File: src/rtl/encoder_pkg.sv
// Shared constants for the instruction encoder: op codes, DP command values, legality helper.
// The legality check is only applied when INSTR_ENCODER_CHECK_EN is defined.
package encoder_pkg;

  localparam logic [1:0] OP_DP  = 2'b00;
  localparam logic [1:0] OP_MEM = 2'b01;
  localparam logic [1:0] OP_BR  = 2'b10;
  localparam logic [1:0] OP_MUL = 2'b11;

  localparam logic [3:0] CMD_AND = 4'b0000;
  localparam logic [3:0] CMD_EOR = 4'b0001;
  localparam logic [3:0] CMD_SUB = 4'b0010;
  localparam logic [3:0] CMD_RSB = 4'b0011;
  localparam logic [3:0] CMD_ADD = 4'b0100;
  localparam logic [3:0] CMD_ADC = 4'b0101;
  localparam logic [3:0] CMD_SBC = 4'b0110;
  localparam logic [3:0] CMD_RSC = 4'b0111;
  localparam logic [3:0] CMD_TST = 4'b1000;
  localparam logic [3:0] CMD_TEQ = 4'b1001;
  localparam logic [3:0] CMD_CMP = 4'b1010;
  localparam logic [3:0] CMD_CMN = 4'b1011;
  localparam logic [3:0] CMD_ORR = 4'b1100;
  localparam logic [3:0] CMD_MOV = 4'b1101;
  localparam logic [3:0] CMD_BIC = 4'b1110;
  localparam logic [3:0] CMD_MVN = 4'b1111;

  localparam logic [3:0]  MUL_CMD_LIMIT = 4'b1000;
  localparam logic [31:0] NOP_WORD      = 32'hE1A00000;

  typedef enum logic [1:0] {
    StIdle,
    StLoad,
    StDone
  } enc_state_e;

  // Compare commands without S make no sense; multiply only defines the low command range.
  function automatic logic is_illegal(logic [1:0] op, logic [3:0] cmd, logic s);
    logic mul_bad;
    logic cmp_bad;
    mul_bad = (op == OP_MUL) && (cmd > MUL_CMD_LIMIT);
    cmp_bad = (op == OP_DP) && (cmd >= CMD_TST) && (cmd <= CMD_CMN) && !s;
    return mul_bad || cmp_bad;
  endfunction

endpackage

File: src/rtl/encode_word.sv
// Combinational field packer plus legality check for one instruction bundle.
// With INSTR_ENCODER_CHECK_EN undefined the illegal flag is tied low.
module encode_word
  import encoder_pkg::*;
(
  input  logic [1:0]  op_i,
  input  logic [3:0]  cond_i,
  input  logic        imm_i,
  input  logic [3:0]  cmd_i,
  input  logic        s_i,
  input  logic [3:0]  rn_i,
  input  logic [3:0]  rd_i,
  input  logic [11:0] src2_i,
  input  logic [23:0] imm24_i,
  output logic [31:0] word_o,
  output logic        illegal_o
);

  logic [5:0] funct;

  always_comb begin
    funct  = {imm_i, cmd_i, s_i};
    word_o = '0;
    unique case (op_i)
      // Memory: pre-index, up, word, no writeback; I is inverted in the encoding.
      OP_MEM: begin
        funct  = {~imm_i, 1'b1, 1'b1, 1'b0, 1'b0, s_i};
        word_o = {cond_i, op_i, funct, rn_i, rd_i, src2_i};
      end
      OP_BR: word_o = {cond_i, OP_BR, 2'b10, imm24_i};
      default: word_o = {cond_i, op_i, funct, rn_i, rd_i, src2_i};
    endcase
  end

`ifdef INSTR_ENCODER_CHECK_EN
  assign illegal_o = is_illegal(op_i, cmd_i, s_i);
`else
  assign illegal_o = 1'b0;
`endif

endmodule

File: src/rtl/instr_encoder.sv
// Instruction encoder and imem writer: packs field bundles into words written at consecutive
// addresses from BASE_ADDR. INSTR_ENCODER_CHECK_EN enables NOP substitution and err reporting.
module instr_encoder
  import encoder_pkg::*;
#(
  parameter int unsigned ADDR_W    = 8,
  parameter int unsigned BASE_ADDR = 0
) (
  input  logic              clk_i,
  input  logic              rst_ni,
  input  logic              start_i,
  input  logic              in_valid_i,
  output logic              in_ready_o,
  input  logic              in_last_i,
  input  logic [1:0]        in_op_i,
  input  logic [3:0]        in_cond_i,
  input  logic              in_i_i,
  input  logic [3:0]        in_cmd_i,
  input  logic              in_s_i,
  input  logic [3:0]        in_rn_i,
  input  logic [3:0]        in_rd_i,
  input  logic [11:0]       in_src2_i,
  input  logic [23:0]       in_imm24_i,
  output logic              imem_we_o,
  output logic [ADDR_W-1:0] imem_addr_o,
  output logic [31:0]       imem_wdata_o,
  output logic              busy_o,
  output logic              done_o,
  output logic              full_o,
  output logic [ADDR_W:0]   count_o,
  output logic              err_o,
  output logic [ADDR_W-1:0] err_addr_o
);

  localparam logic [ADDR_W-1:0] AddrBase = ADDR_W'(BASE_ADDR);
  localparam logic [ADDR_W-1:0] AddrLast = {ADDR_W{1'b1}};
  localparam logic [ADDR_W-1:0] AddrOne  = ADDR_W'(1);
  localparam logic [ADDR_W:0]   CountMax = {1'b1, {ADDR_W{1'b0}}};
  localparam logic [ADDR_W:0]   CountOne = (ADDR_W + 1)'(1);

  enc_state_e        state_q;
  logic [ADDR_W-1:0] addr_q;
  logic [ADDR_W-1:0] imem_addr_q;
  logic [ADDR_W-1:0] err_addr_q;
  logic [ADDR_W:0]   count_q;
  logic [31:0]       imem_wdata_q;
  logic              imem_we_q;
  logic              done_q;
  logic              full_q;
  logic              err_q;

  logic [31:0] word;
  logic [31:0] wdata_sel;
  logic        illegal;
  logic        accept;
  logic        at_last_addr;

  encode_word u_encode_word (
    .op_i      (in_op_i),
    .cond_i    (in_cond_i),
    .imm_i     (in_i_i),
    .cmd_i     (in_cmd_i),
    .s_i       (in_s_i),
    .rn_i      (in_rn_i),
    .rd_i      (in_rd_i),
    .src2_i    (in_src2_i),
    .imm24_i   (in_imm24_i),
    .word_o    (word),
    .illegal_o (illegal)
  );

  assign wdata_sel    = illegal ? NOP_WORD : word;
  assign accept       = (state_q == StLoad) && in_valid_i;
  assign at_last_addr = (addr_q == AddrLast);

  always_ff @(posedge clk_i or negedge rst_ni) begin
    if (!rst_ni) begin
      state_q      <= StIdle;
      addr_q       <= '0;
      imem_we_q    <= 1'b0;
      imem_addr_q  <= '0;
      imem_wdata_q <= '0;
      done_q       <= 1'b0;
      full_q       <= 1'b0;
      count_q      <= '0;
      err_q        <= 1'b0;
      err_addr_q   <= '0;
    end else begin
      imem_we_q <= 1'b0;
      done_q    <= 1'b0;
      unique case (state_q)
        StIdle: begin
          if (start_i) begin
            state_q    <= StLoad;
            addr_q     <= AddrBase;
            count_q    <= '0;
            full_q     <= 1'b0;
            err_q      <= 1'b0;
            err_addr_q <= '0;
          end
        end
        StLoad: begin
          if (accept) begin
            imem_we_q    <= 1'b1;
            imem_addr_q  <= addr_q;
            imem_wdata_q <= wdata_sel;
            addr_q       <= addr_q + AddrOne;
            if (count_q != CountMax) begin
              count_q <= count_q + CountOne;
            end
            if (illegal) begin
              err_q <= 1'b1;
              if (!err_q) begin
                err_addr_q <= addr_q;
              end
            end
            // Capacity wins over in_last for the full flag when both end the load.
            if (in_last_i || at_last_addr) begin
              state_q <= StDone;
              done_q  <= 1'b1;
              if (at_last_addr) begin
                full_q <= 1'b1;
              end
            end
          end
        end
        StDone: state_q <= StIdle;
        default: state_q <= StIdle;
      endcase
    end
  end

  assign in_ready_o   = (state_q == StLoad);
  assign busy_o       = (state_q != StIdle);
  assign imem_we_o    = imem_we_q;
  assign imem_addr_o  = imem_addr_q;
  assign imem_wdata_o = imem_wdata_q;
  assign done_o       = done_q;
  assign full_o       = full_q;
  assign count_o      = count_q;
  assign err_o        = err_q;
  assign err_addr_o   = err_addr_q;

endmodule

File: config.mk
export PLATFORM = sky130hd
export DESIGN_NAME = instr_encoder
export DESIGN_NICKNAME = d
export VERILOG_FILES = /design/src/rtl/encoder_pkg.sv /design/src/rtl/encode_word.sv /design/src/rtl/instr_encoder.sv
export SDC_FILE = /design/constraint.sdc
export NUM_CORES = 1
export LEC_CHECK = 0
export ABC_AREA = 1
export CORE_AREA = 10 10 97 99
export CTS_CLUSTER_SIZE = 10
export DETAILED_ROUTE_END_ITERATION = 16
export DIE_AREA = 0 0 107 109
export GPL_TIMING_DRIVEN = 0
export PLACE_DENSITY = 0.87
export SETUP_SLACK_MARGIN = 0.15
export SYNTH_ARGS = -nofsm -noshare
export SYNTH_HDL_FRONTEND = slang
export SYNTH_HIERARCHICAL = 1
export SYNTH_SLANG_ARGS = --single-unit
File: constraint.sdc
create_clock -name clk_i -period 2.4 [get_ports clk_i]
set_input_delay 0.48 -clock clk_i [delete_from_list [all_inputs] [get_ports clk_i]]
set_output_delay 0.48 -clock clk_i [all_outputs]
set_load 0.1 [all_outputs]
* After elaboration in Yosys (flattened, before gate mapping)
Index checks and enable logic that the tools add are counted.
** Word-level totals
- Output and inout bits :: 63
- Input port bits :: 61
- Register bits :: 62
- Word-level logic and storage cells :: 53
** Cells by class
- Reductions and logical operators :: 10
- Bitwise logic cells :: 1
- Add/subtract/negate cells :: 2
- Multiplexer cells :: 22
- Equality and inequality tests :: 10
** Operators with widths (number)
- 28-bit case mux with 2 select lines :: 1
- 9-bit 2-to-1 mux :: 3
- 9-bit case mux with 2 select lines :: 1
- 8-bit 2-to-1 mux :: 2
- 8-bit case mux with 2 select lines :: 1
- 9-bit by 1-bit adder with 9-bit output, second input constant :: 1
- 1-bit 2-to-1 mux :: 9
- 9-bit != test, second input constant :: 1
- 8-bit by 1-bit adder with 8-bit output, second input constant :: 1
- 8-bit equality test, second input constant :: 1
- 2-bit by 1-bit != test with 1-bit output, second input constant :: 4
- 2-bit 2-to-1 mux :: 3
- 3-bit AND reduction :: 2
- 5-bit AND reduction :: 1
- 2-bit by 1-bit equality test with 1-bit output, second input constant :: 2
- 2-bit case mux with 2 select lines :: 1
- 4-bit AND reduction :: 1
- 2-bit nonzero test :: 2
- 2-bit equality test, second input constant :: 1
- 2-bit logical NOT :: 1
- 2-bit != test, second input constant :: 1
- 1-bit case mux with 2 select lines :: 1
- 2-bit AND reduction :: 1
- 1-bit logical AND :: 1
- other kinds (2) :: 2

* Depth between registers and ports, before layout
- Depth in word-level cells :: 5
- Gate-level depth with buffers :: 9
- Depth with buffers taken out :: 9

* Modules after synthesis
The synthesis kept the hierarchy.
** Modules (own cells, without submodules)
- instr_encoder :: area each 3215.6 um2, instances 1, sequential area each 1776.7 um2, cells an instance 384
- encode_word :: area each 465.4 um2, instances 1, sequential area each 0.0 um2, cells an instance 103

* Worst setup path before layout
Ideal clock, no wire load.
- Path type :: register to register
- Start :: register count_q[0] (netlist: count_o[0])
- End :: register count_q[3] (netlist: count_o[3])
- Cell stages (with the launch flop) :: 10
- Required time :: 2272 ps
- Setup time :: 128 ps
- Clock period less this slack :: 2035 ps
- Path buffers :: 1
- Arrival time :: 1907 ps
- Setup slack :: 365 ps
- Path through :: dfrtp_1 -> inv_1 -> ha_1 -> nand2_1 -> inv_1 -> nand3_1 -> o21ai_4 -> buf_6 -> nand2_1 -> o21ai_1
** Between the ends
- Cells in the longest elaborated chain, start to end :: 4
- Elaborated cells on any way between the ends :: 7
- Those cells by class :: add/sub (1); eq/ne (2); mux (3); reduce/logical (1)
** Ends and longest elaborated chain
- start: declaration :: RTL line instr_encoder.sv:45 : logic [ADDR_W:0] count_q;
- start signal: assignment :: RTL line instr_encoder.sv:109 : count_q <= count_q + CountOne;
- 9-bit by 1-bit adder with 9-bit output :: RTL line instr_encoder.sv:109
- 9-bit 2-to-1 mux :: RTL line instr_encoder.sv:108 : if (count_q != CountMax) begin
- 9-bit 2-to-1 mux :: RTL line instr_encoder.sv:103 : if (accept) begin
- 9-bit case mux with 2 select lines :: RTL line instr_encoder.sv:91 : unique case (state_q)
Several ways; a longest one is shown, not always the timed one. The select of a mux whose other input is x is not followed.
A chain may end at the register's enable or synchronous reset.

* Worst setup path after layout
- Start :: register count_q[4] (netlist: count_o[4])
- End :: output count_o[4]
** RTL lines
- end: declaration :: RTL line instr_encoder.sv:30 : output logic [ADDR_W:0] count_o,
No word-level cell between the ends.

==> flow_metrics.env <==
export IMPL_ys_seq_area_share_pct=48.3
export IMPL_skew_ns=0.00731
export IMPL_clockBufferDepth=2
export IMPL_pwr_share_clk_pct=15.5
export IMPL_gp_congestion=0.879
export IMPL_fin_nets=685
export IMPL_p_comb_share_pct=59.2
export IMPL_drc=0
export IMPL_ir_drop_mv=0.772
export IMPL_worst_slack_ns=0.203
export IMPL_die_area_um2=11700
export IMPL_cp_max_fo=6
export IMPL_status="finished clean"
export IMPL_areaGrowthSynthToFinish_pct=40.1
export IMPL_wl_per_cell_um=14.7
export IMPL_hold_path_class="primary input to asynchronous set/reset pin"
export IMPL_die_w_um=107
export IMPL_path_delay_family="buffers and inverters"
export IMPL_htree_levels=3
export IMPL_cp_slowest_cell="dlygate4sd2_1"
export IMPL_syn_area_um2=3680
export IMPL_startpoint_type="register"
export IMPL_ios=124
export IMPL_cp_end_kind="primary output"
export IMPL_r2r_start="count_o[0]"
export IMPL_die_h_um=109
export IMPL_antenna_found_initial=0
export IMPL_start_util_pct=48.9
export IMPL_max_stage_delay_ns=0.90
export IMPL_critical_path_startpoint="count_o[4]"
export IMPL_via_count=3573
export IMPL_ys_types=29
export IMPL_synth_seq_cells=71
export IMPL_avgSynthCellArea_um2=7.56
export IMPL_mappedNetlistNets=555
export IMPL_crit_buf_inv=1
export IMPL_clk_pin_slew_ns=0.08
export IMPL_fillers=656
export IMPL_intPower_w=0.00292
export IMPL_power_switching_w=0.00409
export IMPL_grt_pass1_vias=3708
export IMPL_worst_pin_slew_ns=1.01
export IMPL_detailedPlace_worstSlack_ns=-0.232
export IMPL_period_share_pct=91.5
export IMPL_port_buffers=119
export IMPL_cp_arrival_ns=1.72
export IMPL_seqPwrFrac_pct=25.3
export IMPL_cts_tree="built"
export IMPL_drtIter0Drc=141
export IMPL_final_common_cell="nand2_1"
export IMPL_yosys_warnings=6
export IMPL_hpwl_mm=8.59
export IMPL_fin_crit_ns=2.20
export IMPL_clock_sinks=71
export IMPL_insertedDiodeCount=0
export IMPL_clk_latency_ns=0.35
export IMPL_path_class="register to primary output"
export IMPL_hold_viol=0
export IMPL_fp_coreArea_um2=7530
export IMPL_finalSetupViolCount=0
export IMPL_drt_pass1_iterations=4
export IMPL_antenna_left=0
export IMPL_required_ns=1.92
export IMPL_fmax_mhz=455
export IMPL_syn_inst=487
export IMPL_layout_common_cells="nand2_1, dfrtp_1, dlygate4sd2_1"
export IMPL_num_rows=32
export IMPL_p_sw_share_pct=58.3
export IMPL_overflow=0
export IMPL_grt_first_pass_wirelength_mm=17.7
export IMPL_ff2ff_setup_slack_ns=0.86
export IMPL_crit_chain="dlygate4sd2_1"
export IMPL_rsz0062_at_grt="no"
export IMPL_cellLeakagePower_nw=2.67
export IMPL_post_route_util_pct=68.5
export IMPL_cap_violations=0
export IMPL_slew_headroom_pct=32.6
export IMPL_power_density_nw_per_um2=1360
export IMPL_track_usage_pct=18.9
export IMPL_drt_total_wl_mm=10.7
export IMPL_grt_max_degree=72
export IMPL_drive_gt1_share_pct=8.52
export IMPL_drv_slew=0
export IMPL_vias_per_cell=4.94
export IMPL_numCtsBuffers=9
export IMPL_hold_slack_ns=0.236
export IMPL_cts_root_buf="clkbuf_8"
## metal layers
metal  routed length, µm  vias up  track usage [%]
li1                    -     1787                -
met1                4270     1638             20.3
met2                4960      134             31.0
met3                1270       14             10.5
met4                 165        0             6.29
met5                   0        -                0
## kinds of logic (layout without fill, tap and decap cells)
kind of cell	count (synthesis)	count (layout)	share of synthesized area, %
and+or+nand+nor	271	271	29.7
xor gates and xnor gates	2	2	0.476
AOI/OAI and AO/OA	74	74	10.8
other	1	1	0.102
adders and majority gates	7	7	2.38
buffers and inverters	61	196	8.26
DFF	71	71	48.3
## layout make-up
cell class,instances,area [µm²],share of cell area (%)
Tap cell,102,128,2.48
Clock inverter,6,92.6,1.80
Multi-Input combinational cell,355,1610,31.1
Timing Repair Buffer,119,1110,21.6
Sequential cell,71,1780,34.5
Clock buffer,10,138,2.67
Inverter,35,131,2.55
Buffer,26,173,3.35
## metrics by stage
stage	area [µm²]	setup TNS, ns	power (W)	cells
floorplan	3680	0	0.00504	487
global placement	5000	-102.32	0.00613	708
detailed placement	5000	-0.327	0.00621	708
CTS	5150	0	0.00705	724
global route	5160	0	0.00737	724
finish	5160	0	0.00701	724
## power groups by stage
stage / combinational [W] / clock, W / sequential, W
6_report: 0.00415 / 0.00109 / 0.00177
5_1_grt: 0.00438 / 0.00116 / 0.00183
4_1_cts: 0.00418 / 0.00109 / 0.00178
3_5_place_dp: 0.00440 / 0 / 0.00180
3_3_place_gp: 0.00435 / 0 / 0.00179
2_1_floorplan: 0.000983 / 0 / 0.00406
## path summary, 6_finish.rpt
check	end	depth (start not counted)
max	count_o[4]	1
min	addr_q[5]	1
max reg2reg	count_o[7]	9
min reg2reg	err_addr_o[5]	2
max in group asynchronous	imem_addr_o[3]	1
min in group clk_i	imem_wdata_o[31]	3
## sequential cells by signal (all words and copies together), names as in the netlist
name and flops:
addr_q 8, count_o 9, imem_wdata_o 32, imem_we_o 1, full_o 1, err_o 1
imem_addr_o 8, err_addr_o 8, state_q 2, done_o 1
## repair_timing
action | in CTS | in global routing
hold buffers | 0 | 0
endpoints found under the setup margin | 63 | 2
pin swaps | 0 | 0
resized for setup | 70 | 2
setup buffers | 0 | 0
## cell usage after synthesis, drive strengths merged
library cell	number	area, µm²
xnor2	1	8.76
clkbuf	6	22.5
a21oi	9	45.0
buf	20	150
o21bai	1	7.51
nand2	221	850
conb	1	3.75
dfrtp	71	1780
nand3b	1	7.51
nor2	28	126
o211ai	1	12.5
o21ai	62	325
nand3	17	85.1
or2	1	6.26
o21a	1	7.51
nand4	3	18.8
ha	7	87.6
inv	35	131
xor2	1	8.76
Note: power is estimated with default switching activity, not from simulation.
